<file path="src/rtl/display_scan_ctrl.sv">
// display_scan_ctrl: binary-to-BCD (sequential double dabble) and
// time-multiplexed 7-seg digit scan with optional leading-zero blanking.
//
// Ports:
//   clk            in   system clock, rising edge
//   rst            in   async active-high reset
//   load           in   start a conversion of `value` (accepted in IDLE only)
//   value          in   binary value to convert
//   blank_leading  in   1 = leading zero digits shown as code 4'hF
//   busy           out  conversion in progress (CONVERT or DONE)
//   bcd_valid      out  1-cycle pulse when new digits are committed
//   overflow       out  last accepted value exceeded 10^DIGITS-1
//   digit_data     out  BCD code of the currently enabled digit
//   digit_en       out  active-low one-hot digit enable
module display_scan_ctrl #(
  parameter int DIGITS      = 4,
  parameter int VALUE_W     = 14,
  parameter int REFRESH_DIV = 50000
) (
  input  logic               clk,
  input  logic               rst,
  input  logic               load,
  input  logic [VALUE_W-1:0] value,
  input  logic               blank_leading,
  output logic               busy,
  output logic               bcd_valid,
  output logic               overflow,
  output logic [3:0]         digit_data,
  output logic [DIGITS-1:0]  digit_en
);

  localparam int BCD_W = 4 * DIGITS;
  localparam int IDX_W = (DIGITS > 1) ? $clog2(DIGITS) : 1;
  localparam int RC_W  = $clog2(REFRESH_DIV);
  localparam int BC_W  = $clog2(VALUE_W + 1);

  function automatic longint unsigned max_disp();
    longint unsigned r;
    r = 1;
    for (int i = 0; i < DIGITS; i++) begin
      r = r * 10;
    end
    return r - 1;
  endfunction

  localparam longint unsigned MAX_VAL = max_disp();

  localparam logic [RC_W-1:0]  RC_MAX  = RC_W'(REFRESH_DIV - 1);
  localparam logic [IDX_W-1:0] IDX_MAX = IDX_W'(DIGITS - 1);

  typedef enum logic [1:0] {
    S_IDLE,
    S_CONVERT,
    S_DONE
  } state_e;

  state_e             state_q, state_d;
  logic [VALUE_W-1:0] shift_q, shift_d;
  logic [VALUE_W-1:0] value_q, value_d;
  logic [BCD_W-1:0]   bcd_q, bcd_d;
  logic [BC_W-1:0]    bit_cnt_q, bit_cnt_d;
  logic [BCD_W-1:0]   disp_q, disp_d;
  logic               overflow_q, overflow_d;
  logic               bcd_valid_q, bcd_valid_d;

  logic [RC_W-1:0]    rcnt_q, rcnt_d;
  logic [IDX_W-1:0]   idx_q, idx_d;
  logic [DIGITS-1:0]  digit_en_q, digit_en_d;
  logic [3:0]         digit_data_q, digit_data_d;

  logic [BCD_W-1:0]   bcd_adj;
  logic [BCD_W-1:0]   bcd_step;
  logic               ovf;
  logic [DIGITS-1:0]  blank_v;
  logic               lz;

  // One double-dabble step: +3 on every nibble >= 5, then shift in
  // the next binary MSB.
  always_comb begin
    bcd_adj = bcd_q;
    for (int i = 0; i < DIGITS; i++) begin
      if (bcd_q[4*i +: 4] >= 4'd5) begin
        bcd_adj[4*i +: 4] = bcd_q[4*i +: 4] + 4'd3;
      end
    end
    bcd_step = (bcd_adj << 1) | BCD_W'(shift_q[VALUE_W-1]);
    ovf      = 64'(value_q) > MAX_VAL;
  end

  always_comb begin
    state_d     = state_q;
    shift_d     = shift_q;
    value_d     = value_q;
    bcd_d       = bcd_q;
    bit_cnt_d   = bit_cnt_q;
    disp_d      = disp_q;
    overflow_d  = overflow_q;
    bcd_valid_d = 1'b0;
    case (state_q)
      S_IDLE: begin
        if (load) begin
          shift_d   = value;
          value_d   = value;
          bcd_d     = '0;
          bit_cnt_d = BC_W'(VALUE_W);
          state_d   = S_CONVERT;
        end
      end
      S_CONVERT: begin
        shift_d   = shift_q << 1;
        bcd_d     = bcd_step;
        bit_cnt_d = bit_cnt_q - BC_W'(1);
        // Commit on the last step so DONE already shows the new result.
        if (bit_cnt_q == BC_W'(1)) begin
          state_d     = S_DONE;
          bcd_valid_d = 1'b1;
          overflow_d  = ovf;
          disp_d      = ovf ? {BCD_W{1'b1}} : bcd_step;
        end
      end
      S_DONE: begin
        state_d = S_IDLE;
      end
      default: begin
        state_d = S_IDLE;
      end
    endcase
  end

  // Scan: slot counter, digit index, and the registered enable/data
  // pair computed from the same next index so they never skew.
  always_comb begin
    rcnt_d = rcnt_q + RC_W'(1);
    idx_d  = idx_q;
    if (rcnt_q == RC_MAX) begin
      rcnt_d = '0;
      idx_d  = (idx_q == IDX_MAX) ? '0 : idx_q + IDX_W'(1);
    end

    blank_v = '0;
    lz      = 1'b1;
    for (int i = DIGITS - 1; i >= 0; i--) begin
      lz         = lz & (disp_q[4*i +: 4] == 4'h0);
      blank_v[i] = lz & (i != 0);
    end

    digit_data_d = 4'h0;
    for (int i = 0; i < DIGITS; i++) begin
      if (idx_d == IDX_W'(i)) begin
        digit_data_d = (blank_leading & blank_v[i]) ? 4'hF
                                                    : disp_q[4*i +: 4];
      end
    end
    digit_en_d = ~(DIGITS'(1) << idx_d);
  end

  always_ff @(posedge clk or posedge rst) begin
    if (rst) begin
      state_q      <= S_IDLE;
      shift_q      <= '0;
      value_q      <= '0;
      bcd_q        <= '0;
      bit_cnt_q    <= '0;
      disp_q       <= '0;
      overflow_q   <= 1'b0;
      bcd_valid_q  <= 1'b0;
      rcnt_q       <= '0;
      idx_q        <= '0;
      digit_en_q   <= ~DIGITS'(1);
      digit_data_q <= 4'h0;
    end else begin
      state_q      <= state_d;
      shift_q      <= shift_d;
      value_q      <= value_d;
      bcd_q        <= bcd_d;
      bit_cnt_q    <= bit_cnt_d;
      disp_q       <= disp_d;
      overflow_q   <= overflow_d;
      bcd_valid_q  <= bcd_valid_d;
      rcnt_q       <= rcnt_d;
      idx_q        <= idx_d;
      digit_en_q   <= digit_en_d;
      digit_data_q <= digit_data_d;
    end
  end

  assign busy       = (state_q != S_IDLE);
  assign bcd_valid  = bcd_valid_q;
  assign overflow   = overflow_q;
  assign digit_data = digit_data_q;
  assign digit_en   = digit_en_q;

endmodule

</file>
<file path="config.mk">
export PLATFORM = sky130hd
export DESIGN_NAME = display_scan_ctrl
export DESIGN_NICKNAME = d
export VERILOG_FILES = /design/src/rtl/display_scan_ctrl.sv
export SDC_FILE = /design/constraint.sdc
export NUM_CORES = 1
export LEC_CHECK = 0
export ABC_AREA = 1
export CAP_MARGIN = 25
export CORE_AREA = 5 5 99 101
export CTS_CLUSTER_SIZE = 28
export DETAILED_ROUTE_END_ITERATION = 10
export DIE_AREA = 0 0 104 106
export PLACE_DENSITY = 0.69
export SYNTH_ARGS = -nofsm -noshare
export SYNTH_HDL_FRONTEND = slang
export SYNTH_SLANG_ARGS = --single-unit
export TNS_END_PERCENT = 100
</file>
<file path="constraint.sdc">
create_clock -name clk -period 7.9 [get_ports clk]
set_input_delay 1.58 -clock clk [delete_from_list [all_inputs] [get_ports clk]]
set_output_delay 1.58 -clock clk [all_outputs]
set_load 0.01 [all_outputs]
</file>
==> metrics.md, run 1 <==
| Metric | Value |
|---|---|
| Synth cell types | 30 |
| Clock latency at the later pin of the worst-skew pair | 350 ps |
| Main combinational cell family by area after synthesis | simple AND/OR/NAND/NOR gates |
| WS Path Type | register to output pin |
| Worst-path fanout max | 2 |
| Worst Hold End | rcnt_q[15]$_DFF_PP0_ |
| GR Util All Layers | approximately 16% |
| Setup violators final | 0 |
| Asr flop ratio synth | 100.0% |
| Placer congestion estimate | 0.8883 |
| Hold path cells | 1 |
| PwrDens | 330.6 nW/um^2 |
| Top Metal Used | met4 |
| First-pass GRT wire length | 14,740 um |
| Num CTS Buffers | 9 |
| I/O pins | 29 |
| Net Count, Synth | 539 |
| Initial drt markers | 104 |
| Area share of fa/ha/maj cells after synthesis | 3.484% |
| Post-CTS repair timing setup buffer count | 0 |
| Slew Limit Fails | 0 |
| Switch Pwr | 0.0006207 W |
| Deepest clock path buffer count | 2 |
| Synth Flop Type | dfrtp_1 |
| Port Buf Inserts | 28 |
| Layout Cells excl Fill | roughly 660 |
| Pint | 0.0009975 W |
| H-tree depth | 3 |
| Die Ht | between 100 and 150 um |
| CTS tree | built |
| Tightest Pin Transition | 536.9 ps |
| FF-to-FF Start | state_q[1]$_DFFE_PP0P_ |
| Die width | about 100 um |
| DR WL/cell | 12.46 um |
| Drt drc | 0 |
| Antenna diodes | 0 |
| Most frequent cells in the layout | nand2_1 (129), dfrtp_1 (87), inv_1 (63) |
| Ys Warns | 0 |
| Final hold violation count | 0 |
| Mapped Area | 4309 um^2 |
| Pin count of the biggest net entering global routing | 59 |
| Crit start category | register |
| Complex-gate fraction of the synthesized area | 9.059% |
| Starting density of the core | approximately half |
| Antenna violations before repair | 0 |
| Max-Slew Margin vs Limit | 64.04% |
| Seq/Total Area, Yosys | 52.35% |
| Clk pwr share | 18.9% |
| LEAKAGE | about 2.4 nW |
| FP Rows | 35 |
| Switching share of total power | 38.36% |
| Met3 WL | slightly above 300 um |
| Status | finished clean |
| Vias per cell | 5.063 |
| WP data arrival | roughly 1400 ps |
| Post-synth EDFFs | 0 |
| Total power | approximately 0.0016 W |
| Remaining global-route overflow | 0 |
| Clock sinks | 90 |
| Reg power frac | a little over two fifths |
| Total wire length | 8171 um |
| Peak supply drop | roughly 0.15 mV |
| CTS root buffer | clkbuf_8 |
| Gate Count Post-Synth | between 500 and 600 |
| Number of max-cap violations | 0 |
| WP data required | approximately 6300 ps |
| #FFs+latches synth | 90 |
| Routed vias | 3,321 |
| Initial DRT Pass Iterations | 4 |
| Synth Area in XOR/XNOR | 1.829% |
| Detail Placement HPWL | just under 6000 um |
| Hold Crit Class | register to register |
| Resize count post-CTS | 0 |
| Core footprint | 8934 um^2 |
| Post-route cell area | 4895 um^2 |
| Core Util, Final | 54.79% |
| Synth Area in Simple Gates | 25.75% |
| Clk pin slew, worst setup/hold paths | 90 ps |
| Fmax | 0.3323 GHz |
| Post-DP Area | 4707 um^2 |
| WL met1 | ~3900 um |
| Hold Buf Count CTS | 0 |
| Area Overhead vs Synth | 13.59% |
| # nets final | 570 |
| Period utilization | between 30% and 40% |
| WL met2 | 3866 um |
| Element type at the critical path end | output pin |
| Critical R2R Capture | disp_q[4]$_DFFE_PP0P_ |
| Die ar. | 11,020 um^2 |
| Routed Antenna Nets | 0 |
| Final Skew | 10.45 ps |
| Cells on worst reg2reg path | 7 |
| Tmin final | between 3000 and 4000 ps |
| Combinational power share | 37.2% |
| Ratio of cells with drive above 1 in the final layout | between 8 and 9% |
| Unrepaired setup endpoints after global routing | false |
| Inst Count DP | 640 |
| Vias in the first global route | 3,226 |
| Mux share of post-synthesis cell area | 0% |
| Commonest non-fill, non-tap cell in the layout | nand2_1 |
| Flop-to-flop setup slack | 5740 ps |
| Mean Syn Cell Area | 8.466 um^2 |
| Worst Hold Launch | rcnt_q[15]$_DFF_PP0_ |
| Total Neg Setup Slack | 0 ps |
-- Yosys cell counts (5+ instances only) --
cell | n | area [um^2]
inv_2 | 5 | 18.77
o21ai_0 | 33 | 165.2
nand3_1 | 38 | 190.2
o22ai_1 | 13 | 81.33
nor2_2 | 5 | 31.28
a21oi_1 | 20 | 100.1
xor2_1 | 8 | 70.07
ha_1 | 12 | 150.1
nor2_1 | 41 | 153.9
buf_2 | 7 | 35.03
nand4_1 | 7 | 43.79
nor3_1 | 6 | 30.03
inv_1 | 64 | 240.2
nand2_1 | 129 | 484.2
dfrtp_1 | 87 | 2177
nor2_4 | 7 | 78.83
nand2_2 | 6 | 37.54
-- worst max-delay path, stage by stage, from the launching register on --
cell and delay, ps:
dfrtp_1 390, nor2_1 160, inv_1 60, clkdlybuf4s50_1 480
-- worst max path at each step --
stage / startpoint / to / slack [ps] / cells after the start
floorplan: rst / bcd_q[0]$_DFFE_PP0P_ / 3990 / 1
global placement: load / shift_q[13]$_DFFE_PP0P_ / 4640 / 6
detailed placement: load / bcd_q[13]$_DFFE_PP0P_ / 4580 / 6
CTS: state_q[0]$_DFFE_PP0P_ / busy / 4870 / 3
global route: load / bcd_q[7]$_DFFE_PP0P_ / 4750 / 6
finish: state_q[0]$_DFFE_PP0P_ / busy / 4890 / 3
-- final cells by class --
type / instances / area, um^2
Clock buffer: 12 / 135.1
Clock inverter: 4 / 52.55
Fill cell: 848 / 4039
Inverter: 69 / 260.3
Multi-Input combinational cell: 339 / 1729
Sequential cell: 90 / 2256
Tap cell: 111 / 138.9
Timing Repair Buffer: 31 / 322.8
-- power by group through the flow --
stage	combinational, W	clock [W]	sequential [W]
2_1_floorplan	0.000444	0	0.000701
4_1_cts	0.000606	0.000315	0.000710
5_1_grt	0.000691	0.000337	0.000729
6_report	0.000601	0.000306	0.000711
3_3_place_gp	0.000573	0	0.000713
3_5_place_dp	0.000599	0	0.000717
-- metrics by stage --
stage	hold WS, ps	worst slack, ps
2_1_floorplan	432.2	3990
3_3_place_gp	451.4	4645
3_5_place_dp	458.8	4579
4_1_cts	472.2	4867
5_1_grt	494.5	4753
6_report	469.6	4891
-- metal layers --
layer	vias to the layer above	global-route usage [%]
met5	-	0
met4	0	6.475
met1	1561	21.84
li1	1693	-
met3	12	3.036
met2	55	25.18
-- registers in the layout, indices dropped and copies added (netlist names) --
register / cells
digit_en: 4
state_q: 2
bcd_q: 16
value_q: 10
shift_q: 14
bit_cnt_q: 4
overflow: 1
bcd_valid: 1
idx_q: 2
rcnt_q: 16
digit_data: 4
disp_q: 16
-- logic make-up after synthesis --
| family | Yosys count |
|---|---|
| AOI/OAI and AO/OA | 72 |
| buffers and inverters | 80 |
| and+or+nand+nor | 246 |
| DFF | 90 |
| xor gates and xnor gates | 9 |
| adders and majority gates | 12 |
No activity file was read; power rests on OpenSTA's default activity.
==> inputs of run 2 (changes only) <==
- PLACE_DENSITY: 0.69 -> 0.71
- clock period: 7.9 -> 2.5 ns (I/O delays scaled with it)
==> metrics.md, run 2 (same netlist as run 1, synthesis figures left out) <==
| Metric | Value |
|---|---|
| Unrepaired setup endpoints after global routing | false |
| Pin count of the biggest net entering global routing | 91 |
| Dpl ws | 466.8 ps |
| Inst Count DP | 641 |
| Num CTS Buffers | 9 |
| Hold Slack | 466.8 ps |
| Die ar. | 11,020 um^2 |
| Worst-path fanout max | 2 |
| CTS root buffer | clkbuf_8 |
| Hold Buf Count CTS | 0 |
| Most frequent cells in the layout | nand2_1 (129), dfrtp_1 (87), inv_1 (63) |
| Vias per cell | 5.029 |
| Number of max-cap violations | 0 |
| Detail Placement HPWL | between 5000 and 6000 um |
| Element type at the critical path end | output pin |
| Status | finished clean |
| Period utilization | 77.57% |
| Clock latency at the later pin of the worst-skew pair | 350 ps |
| H-tree depth | 3 |
| # nets final | about 570 |
| Tightest Pin Transition | a little under 600 ps |
| CP max stage cell | clkdlybuf4s50_1 |
| Core footprint | 8934 um^2 |
| Routed vias | 3,304 |
| Largest registers | bcd_q x16, disp_q x16, rcnt_q x16 |
| Hold Crit Class | register to register |
| Deepest clock path buffer count | 2 |
| Fmax | roughly 0.52 GHz |
| Die Ht | 106 um |
| Crit path buf inv count | 2 |
| First-pass GRT wire length | ~14,000 um |
| CP delay by family, top | buffers and inverters |
| Tmin final | 1939 ps |
| WP data arrival | 1440 ps |
| CP max stage delay | 470 ps |
| I/O pins | 29 |
| FP Rows | 35 |
| PwrDens | 1041 nW/um^2 |
| Slew Limit Fails | 0 |
| Vias in the first global route | 3,309 |
| Die width | 104 um |
| Post-CTS repair timing setup buffer count | 0 |
| Commonest non-fill, non-tap cell in the layout | nand2_1 |
| Starting density of the core | 48.24% |
| Antenna violations before repair | 0 |
| Ratio of cells with drive above 1 in the final layout | 9.341% |
| Port Buf Inserts | 28 |
| WP data required | ~2000 ps |
| Clock sinks | 90 |
| Initial drt markers | 162 |
| Max-Slew Margin vs Limit | 61.18% |
| Final Skew | approximately 9 ps |
| Final hold violation count | 0 |
| Antenna diodes | 0 |
| Remaining global-route overflow | 0 |
| Routed Antenna Nets | 0 |
| LEAKAGE | ~2.4 nW |
| Resize count post-CTS | 0 |
| Fin worst setup slack | roughly 560 ps |
| Initial DRT Pass Iterations | 6 |
| CTS tree | built |
| Area Overhead vs Synth | 13.82% |
| WS Path Type | register to output pin |
| Layout Cells excl Fill | about 660 |
| Setup violators final | 0 |
| Peak supply drop | 0.6105 mV |
| DR WL/cell | 12.08 um |
| Crit start category | register |
| GR Util All Layers | ~16% |
| Total wire length | a little under 8000 um |
| Cells along the critical path | nor2_1 > inv_1 > clkdlybuf4s50_1 |
| Drt drc | 0 |
| Placer congestion estimate | just under 0.9 |
| Core Util, Final | roughly 55% |
| Total Neg Setup Slack | 0 ps |
| Clk pin slew, worst setup/hold paths | 80 ps |
## run 2: worst paths after layout
check	cells past startpoint	from	to	slack, ps
worst max-delay path	3	state_q[1]$_DFFE_PP0P_	busy	560
worst min-delay path	1	rcnt_q[0]$_DFF_PP0_	rcnt_q[0]$_DFF_PP0_	470
worst max register to register	9	rcnt_q[0]$_DFF_PP0_	digit_data[0]$_DFF_PP0_	760
worst min register to register	1	rcnt_q[0]$_DFF_PP0_	rcnt_q[0]$_DFF_PP0_	470
max in group asynchronous	3	rst	digit_en[2]$_DFF_PP1_	1510
min in group asynchronous	3	rst	shift_q[4]$_DFFE_PP0P_	620
## run 2: final cells by class
type,count,area (um^2)
Multi-Input combinational cell,339,1729
Timing Repair Buffer,32,322.8
Clock buffer,10,127.6
Clock inverter,6,67.56
Fill cell,804,4029
Tap cell,111,138.9
Sequential cell,90,2256
Inverter,69,262.8
## run 2: per-stage QoR
step | area [um^2] | power (W)
floorplan | 4313 | 0.003619
global placement | 4710 | 0.004073
detailed placement | 4710 | 0.004171
CTS | 4905 | 0.005149
global route | 4905 | 0.005565
finish | 4905 | 0.005107
## run 2: power breakdown
group | switching, W | leakage (nW) | total (W) | internal (W)
clock network | 0.000503 | 0.0925 | 0.000967 | 0.000464
registers | 0.000274 | 1.08 | 0.00224 | 0.00197
logic | 0.00117 | 1.23 | 0.00190 | 0.000726
## run 2: worst reg2reg max path: stages, from the launching register on
cell	delay, ps
dfrtp_1	380
ha_1	220
nand3_2	190
nor2_4	180
nand2_2	110
nand2_1	90
nand2_2	150
nor2_1	230
nand2_1	70
nand4_1	70
## run 2: routing by layer
metal	GRT usage, %	wire (um)
met5	0	0
met4	6.013	76
met3	2.611	323
met2	25.73	3812
met1	20.39	3726
==> inputs of run 3 (changes only) <==
- PLACE_DENSITY: 0.71 -> 0.69
- clock period: 2.5 -> 2 ns (I/O delays scaled with it)
==> metrics.md, run 3 (same netlist as run 1, synthesis figures left out) <==
| Metric | Value |
|---|---|
| Status | finished clean |
| Initial DRT Pass Iterations | 4 |
| Routed vias | 3,397 |
| Antenna diodes | 0 |
| Reg power frac | a little over two fifths |
| Most frequent cells in the layout | nand2_1 (129), dfrtp_1 (87), inv_1 (63) |
| CTS tree | built |
| Crit start category | register |
| Dpl ws | slightly above 200 ps |
| Commonest non-fill, non-tap cell in the layout | nand2_1 |
| Num CTS Buffers | 9 |
| Core Util, Final | 55.46% |
| Max-Slew Margin vs Limit | a little over 60% |
| Clk pin slew, worst setup/hold paths | ~80 ps |
| Met2 usage | 26.37% |
| WS Path Type | register to output pin |
| Post-CTS repair timing setup buffer count | 0 |
| First-pass GRT wire length | 15,060 um |
| Number of max-cap violations | 0 |
| WP data required | 1600 ps |
| Core footprint | 8934 um^2 |
| Routed Antenna Nets | 0 |
| # nets final | 574 |
| Deepest clock path buffer count | 2 |
| WP data arrival | around 1500 ps |
| Switching share of total power | a little under two fifths |
| Clk pwr share | around 20% |
| Drt drc | 0 |
| I/O pins | 29 |
| Vias in the first global route | ~3,300 |
| Inst Count DP | 644 |
| Area Overhead vs Synth | 14.98% |
| DR WL/cell | about 13 um |
| Pint | 0.004096 W |
| Die Ht | roughly 110 um |
| Tmin final | 1847 ps |
| Initial drt markers | 130 |
| Final Skew | 13.24 ps |
| Combinational power share | a little under two fifths |
| Period utilization | 92.33% |
| Tightest Pin Transition | 588.2 ps |
| Largest registers | bcd_q x16, disp_q x16, rcnt_q x16 |
| Fmax | 0.5415 GHz |
| H-tree depth | 3 |
| Port Buf Inserts | 28 |
| Hold Buf Count CTS | 0 |
| Antenna violations before repair | 0 |
| Grt met3 use | 3.886% |
| Total Neg Setup Slack | 0 ps |
| Fin worst setup slack | 153.4 ps |
| Detail Placement HPWL | 6161 um |
| Hold Crit Class | register to register |
| CTS root buffer | clkbuf_8 |
| Setup violators final | 0 |
| Met1 usage in global routing | 22.35% |
| Element type at the critical path end | output pin |
| Final hold violation count | 0 |
| # fillers | 813 |
| Ratio of cells with drive above 1 in the final layout | 9.654% |
| Remaining global-route overflow | 0 |
| LEAKAGE | 2.442 nW |
| Placer congestion estimate | just under 0.8 |
| Layout Cells excl Fill | 660 |
| Peak supply drop | 0.6843 mV |
| Clock latency at the later pin of the worst-skew pair | 340 ps |
| Total wire length | 8320 um |
| FP Rows | 35 |
| Clock sinks | 90 |
| Vias per cell | 5.147 |
| Worst-path fanout max | 2 |
| GR Util All Layers | 16.31% |
| Die ar. | 11,020 um^2 |
| Die width | 104 um |
| Switch Pwr | 0.002472 W |
| Resize count post-CTS | 0 |
| PwrDens | ~1300 nW/um^2 |
| GRT busiest layer | met2 |
| Starting density of the core | 48.24% |
| Slew Limit Fails | 0 |
| Pin count of the biggest net entering global routing | 51 |
| Unrepaired setup endpoints after global routing | false |
[run 3: cell types whose count changed in the layout (fill, tap and decap cells not counted)]
cell | before | now
clkinv_4 | 2 | 1
clkbuf_1 | 1 | 2
clkinvlp_4 | 3 | 1
bufinv_16 | 1 | 2
buf_4 | 3 | 5
clkinv_2 | 1 | 2
buf_12 | 1 | 2
[run 3: worst max-delay path, stage by stage (launching register included)]
cell and delay, ps:
dfrtp_1 380, nor2_1 180, inv_1 70, clkdlybuf4s50_1 480
[run 3: final timing paths]
check                                   endpoint  slack, ps  cells past startpoint              startpoint
max                                         busy        150                      3  state_q[0]$_DFFE_PP0P_
min                         rcnt_q[15]$_DFF_PP0_        470                      1    rcnt_q[15]$_DFF_PP0_
max reg2reg                disp_q[2]$_DFFE_PP0P_        280                      9    bcd_q[0]$_DFFE_PP0P_
min reg2reg                 rcnt_q[15]$_DFF_PP0_        470                      1    rcnt_q[15]$_DFF_PP0_
max in group asynchronous  digit_en[3]$_DFF_PP1_       1210                      3                     rst
min in group asynchronous    rcnt_q[5]$_DFF_PP0_        490                      3                     rst
[run 3: layout make-up]
type	count	area [um^2]	area share, %
inverters	69	262.8	5.303
clock buffers	11	131.4	2.652
repair buffers	35	357.8	7.222
well taps	111	138.9	2.803
multi-input cells	339	1729	34.90
flip-flops and latches	90	2256	45.53
clock inverters	5	78.83	1.591
[run 3: layer usage]
metal	up-vias	routed length (um)
li1	1704	-
met1	1613	3934
met2	76	3960
met3	4	359
met4	0	66
met5	-	0
[run 3: metrics by stage]
stage / area, um^2 / power (W) / hold WS, ps
CTS: 4955 / 0.006604 / 471.1
floorplan: 4313 / 0.004523 / 432.2
detailed placement: 4745 / 0.005269 / 464.8
global placement: 4745 / 0.005134 / 451.1
global route: 4955 / 0.007114 / 492.5
finish: 4955 / 0.006567 / 474.0
[run 3: power by group through the flow]
stage / Combinational, W / Sequential (W) / Clock (W)
final: 0.00243 / 0.00281 / 0.00133
after global routing: 0.00279 / 0.00288 / 0.00144
after CTS: 0.00244 / 0.00281 / 0.00136
after detailed placement: 0.00243 / 0.00284 / 0
after global placement: 0.00231 / 0.00282 / 0
after floorplan: 0.00175 / 0.00277 / 0
